===== src/rtl/operand_regfile.sv =====
// Operand register file: NREG general registers with a selectable writeback
// source, registered A/B operand outputs with write-first forwarding, a
// registered status word and a wrapping writeback counter.
module operand_regfile #(
    parameter int unsigned WIDTH = 8,
    parameter int unsigned NREG  = 8
) (
    input  logic             clk,
    input  logic             rst_n,
    input  logic [2:0]       RA,
    input  logic [2:0]       RB,
    input  logic [2:0]       DA,
    input  logic             WE,
    input  logic [1:0]       MD,
    input  logic [WIDTH-1:0] F,
    input  logic [WIDTH-1:0] IN,
    input  logic [WIDTH-1:0] INK,
    input  logic [3:0]       NZCV,
    input  logic             FL,
    input  logic             STALL,
    output logic [WIDTH-1:0] A,
    output logic [WIDTH-1:0] B,
    output logic [3:0]       ST,
    output logic [7:0]       WCNT
);

    logic [WIDTH-1:0] regs_q [NREG];
    logic [WIDTH-1:0] regs_d [NREG];
    logic [WIDTH-1:0] a_q, a_d;
    logic [WIDTH-1:0] b_q, b_d;
    logic [3:0]       st_q, st_d;
    logic [7:0]       wcnt_q, wcnt_d;
    logic [WIDTH-1:0] wd;
    logic [WIDTH-1:0] rd_a;
    logic [WIDTH-1:0] rd_b;

    // Writeback source select.
    always_comb begin
        wd = '0;
        unique case (MD)
            2'b00:   wd = F;
            2'b01:   wd = IN;
            2'b10:   wd = INK;
            default: wd = '0;
        endcase
    end

    // Register reads, write-first forwarding and next-state for all state.
    always_comb begin
        rd_a = '0;
        rd_b = '0;
        if (32'(RA) < NREG) rd_a = regs_q[RA];
        if (32'(RB) < NREG) rd_b = regs_q[RB];

        regs_d = regs_q;
        if (WE && (32'(DA) < NREG)) regs_d[DA] = wd;

        a_d = a_q;
        b_d = b_q;
        if (!STALL) begin
            // Forward A and B independently when the same register is being written.
            a_d = (WE && (RA == DA)) ? wd : rd_a;
            b_d = (WE && (RB == DA)) ? wd : rd_b;
        end

        st_d   = FL ? NZCV : st_q;
        wcnt_d = WE ? wcnt_q + 8'd1 : wcnt_q;
    end

    // State registers; reset clears everything asynchronously.
    always_ff @(posedge clk or negedge rst_n) begin
        if (!rst_n) begin
            for (int i = 0; i < int'(NREG); i++) regs_q[i] <= '0;
            a_q    <= '0;
            b_q    <= '0;
            st_q   <= '0;
            wcnt_q <= '0;
        end else begin
            regs_q <= regs_d;
            a_q    <= a_d;
            b_q    <= b_d;
            st_q   <= st_d;
            wcnt_q <= wcnt_d;
        end
    end

    assign A    = a_q;
    assign B    = b_q;
    assign ST   = st_q;
    assign WCNT = wcnt_q;

endmodule


===== config.mk =====
export PLATFORM = sky130hd
export DESIGN_NAME = operand_regfile
export DESIGN_NICKNAME = d
export VERILOG_FILES = /design/src/rtl/operand_regfile.sv
export SDC_FILE = /design/constraint.sdc
export NUM_CORES = 1
export LEC_CHECK = 0
export CAP_MARGIN = 10
export CELL_PAD_IN_SITES_DETAIL_PLACEMENT = 1
export CELL_PAD_IN_SITES_GLOBAL_PLACEMENT = 2
export CORE_MARGIN = 10
export CORE_UTILIZATION = 33
export DETAILED_ROUTE_END_ITERATION = 10
export PLACE_DENSITY_LB_ADDON = 0.05
export SYNTH_ARGS = -nofsm -noshare
export SYNTH_HDL_FRONTEND = slang
export SYNTH_SLANG_ARGS = --single-unit

===== constraint.sdc =====
create_clock -name clk -period 1.53 [get_ports clk]
set_clock_uncertainty 0.2 [all_clocks]
set_input_delay 0.459 -clock clk [delete_from_list [all_inputs] [get_ports clk]]
set_output_delay 0.459 -clock clk [all_outputs]
set_load 0.005 [all_outputs]

==> flow_metrics.py <==
metrics = {
    "critical_path": {
        "cpPeakStageDelay_ns": 0.52,
        "critPathMaxFanout": 3,
        "r2r_slack_ns": -0.13,
        "critPathKind": "reg -> reg",
        "end_kind": "flop",
        "arrival_ns": 1.70,
        "required_ns": 1.57,
        "worstPathCellList": "mux4_2 -> mux2i_1 -> nand2_1 -> a22o_1",
        "start_kind": "flop",
        "cp_slowest_cell": "mux4_2",
    },
    "route": {
        "wl_per_cell_um": 21.3,
        "via_per_inst": 5.26,
        "firstDrtPassIters": 4,
        "drtIter0Drc": 224,
        "drc": 0,
        "vias": 4016,
        "finalWirelength_um": 16300,
        "antenna_left": 0,
    },
    "logic_synthesis": {
        "synth_area_leaders": "dfrtp_1 48%, mux4_1 13%, a21oi_1 5.0%, mux2i_1 5.0%, mux4_2 4.2%",
        "ys_seq_area_share_pct": 47.6,
        "avgSynthCellArea_sq_um": 12.0,
        "synth_most_common_cell": "dfrtp_1",
        "synth.top_cell.area_share_pct": 47.6,
        "synth_fp_nets": 448,
        "postSynth.asyncResetShare_pct": 100,
        "ys_dominant_reg_cell": "dfrtp_1",
        "synth_seq_cells": 92,
        "synthTopCellsByCount": "92 x dfrtp_1, 51 x nand2_1, 48 x a21oi_1",
        "synth-edff-count": 0,
        "synth_top_cell_by_area": "dfrtp_1",
        "synth_warnings": 0,
        "ys_types": 29,
        "syn_area_sq_um": 4830,
        "synth_cells": 403,
    },
    "power": {
        "vdd_drop_max_uv": 547,
        "p_per_area_nw_per_um2": 1180,
        "p_total_mw": 8.75,
        "leakagePower_nw": 3.36,
    },
    "worst_hold_path": {
        "holdCritPathClass": "reg -> reg",
    },
    "layout": {
        "n_antenna_cell": 0,
        "layout.nets": 621,
        "final_cell_area_sq_um": 7410,
        "fin_util_pct": 51.4,
        "fill_cells": 1517,
        "area_growth_pct": 53.4,
        "drive_above_1_share_pct": 44.3,
    },
    "grt": {
        "grt_overflow": 0,
        "first_global_vias": 4291,
        "antenna_found_initial": 0,
        "grtUsageMet3_pct": 3.16,
        "use_met2_pct": 26.4,
        "busiest_layer": "met2",
        "grt_pass1_wl_um": 25400,
        "grt_start_max_net_pins": 33,
        "grt_usage_pct": 16.4,
        "grtUsageMet1_pct": 21.8,
    },
    "clocking": {
        "cts_sinks": 92,
        "clk_path_buf_depth": 2,
        "clkLatencyLatePin_ns": 0.35,
        "cts-htree-levels": 3,
        "cts_made_buffers": 9,
        "path_clk_slew_ns": 0.07,
        "cts_tree": "built",
        "root_buffer": "clkbuf_16",
    },
    "placed_design": {
        "port_buffers": 71,
        "gpl.final_weighted_congestion": 0.768,
        "dp_hpwl_um": 10900,
        "pre_cts_ws_ns": -0.994,
        "place_area_sq_um": 6450,
    },
    "sta": {
        "fmax_mhz": 602,
        "finalSetupViolCount": 18,
        "setup_slack_ns": -0.132,
        "drv_slew": 0,
        "rsz0062_at_grt": "true",
        "tightestPinTransition_ns": 0.294,
        "slew-limit-headroom_pct": 80.3,
        "final_hold_viol_count": 0,
        "final.setup.tns_ns": -1.62,
        "layout_min_cycle_time_ns": 1.66,
        "fin_crit_sh_pct": 109,
    },
    "floorplan": {
        "die_w_um": 141,
        "die_area_sq_um": 19900,
        "start_util_pct": 33.5,
        "io_pins": 72,
        "die_h_um": 141,
        "core_sq_um": 14400,
        "row_count": 44,
    },
    "outcome": {
        "violations": "setup timing",
        "status": "finished, violations left",
    },
    "job": {
        "cap_violations": 0,
    },
}
## where the power goes
| part | switching, mW | leakage [nW] | internal [mW] |
|---|---|---|---|
| clock | 0.982 | 0.162 | 1.63 |
| combinational | 1.13 | 2.07 | 1.63 |
| sequential | 0.399 | 1.13 | 2.97 |
| total | 2.51 | 3.36 | 6.24 |
## repair_timing
item,CTS,global route
setup buffers,31,16
hold buffers,1,0
cloned,7,1
endpoints found under the hold margin,12,0
resized for setup,222,22
pin swaps,26,21
setup endpoints to repair,112,86
## worst paths after layout
check,startpoint,end,depth (start not counted)
worst max-delay path,regs_q[10],B[2],4
worst min-delay path,ST[0],ST[0],1
worst max register to register,regs_q[10],B[2],4
worst min register to register,ST[0],ST[0],1
max in group asynchronous,rst_n,regs_q[47],3
min in group asynchronous,rst_n,regs_q[4],2
## area by class of cell
type                       count  area [sq um]  share of cell area [%]
multi-input combinational    281          2630                    35.4
clock inverter                 4          97.6                    1.32
tap                          184           230                    3.11
sequential                    92          2300                    31.1
timing repair buffer         192          1910                    25.8
clock buffer                  11           243                    3.27
## worst max-delay path: cells and delay by family (launching register included)
family,cells,cell delay [ns]
multiplexers,2,0.67
flip-flops,1,0.42
AO/OA/AOI/OAI,1,0.18
AND/OR/NAND/NOR,1,0.08
## cells in the final DEF (no fill, tap or decap), types with 2 or more instances in the layout
cell type / n
bufbuf_16: 2
mux2i_4: 7
buf_4: 70
clkbuf_2: 4
nand2_1: 50
nor2_1: 32
a21oi_2: 20
a21oi_1: 28
nand4_1: 5
buf_2: 29
bufinv_16: 3
nand4b_1: 3
xnor2_1: 5
dfrtp_1: 92
nor3_4: 2
dlygate4sd2_1: 18
mux4_2: 29
buf_12: 19
a2bb2oi_4: 8
clkdlybuf4s50_1: 14
buf_16: 4
nor3b_4: 2
and4_1: 2
o21ai_1: 15
clkbuf_16: 10
mux4_1: 3
o21ai_0: 17
mux2_2: 5
mux2i_1: 16
xor2_1: 2
buf_6: 28
a22o_1: 16
xnor2_2: 6
## sequential cells by signal, indices dropped and copies added, names as in the netlist
signal	cells
regs_q	64
B	8
ST	4
WCNT	8
A	8
## logic make-up after synthesis
group           after synthesis  share of synthesized area (%)
fa+ha+maj                     1                          0.259
compound gates              104                           13.7
simple gates                102                           9.50
buf+inv                      30                           3.75
flops                        92                           47.6
xor+xnor                     13                           2.36
mux                          61                           22.8
## per-stage QoR
step,std cells,hold WS (ns)
after floorplan,403,-0.0366
after global placement,694,0.157
after detailed placement,694,0.156
after CTS,748,0.309
after global routing,764,0.327
final,764,0.308
## metal layers
metal,part of all wire [%],vias up
met4,1.4,0
li1,-,1842
met3,4.3,17
met2,49,81
met1,45,2076
met5,0,-
Note: power is estimated with default switching activity, not from simulation.
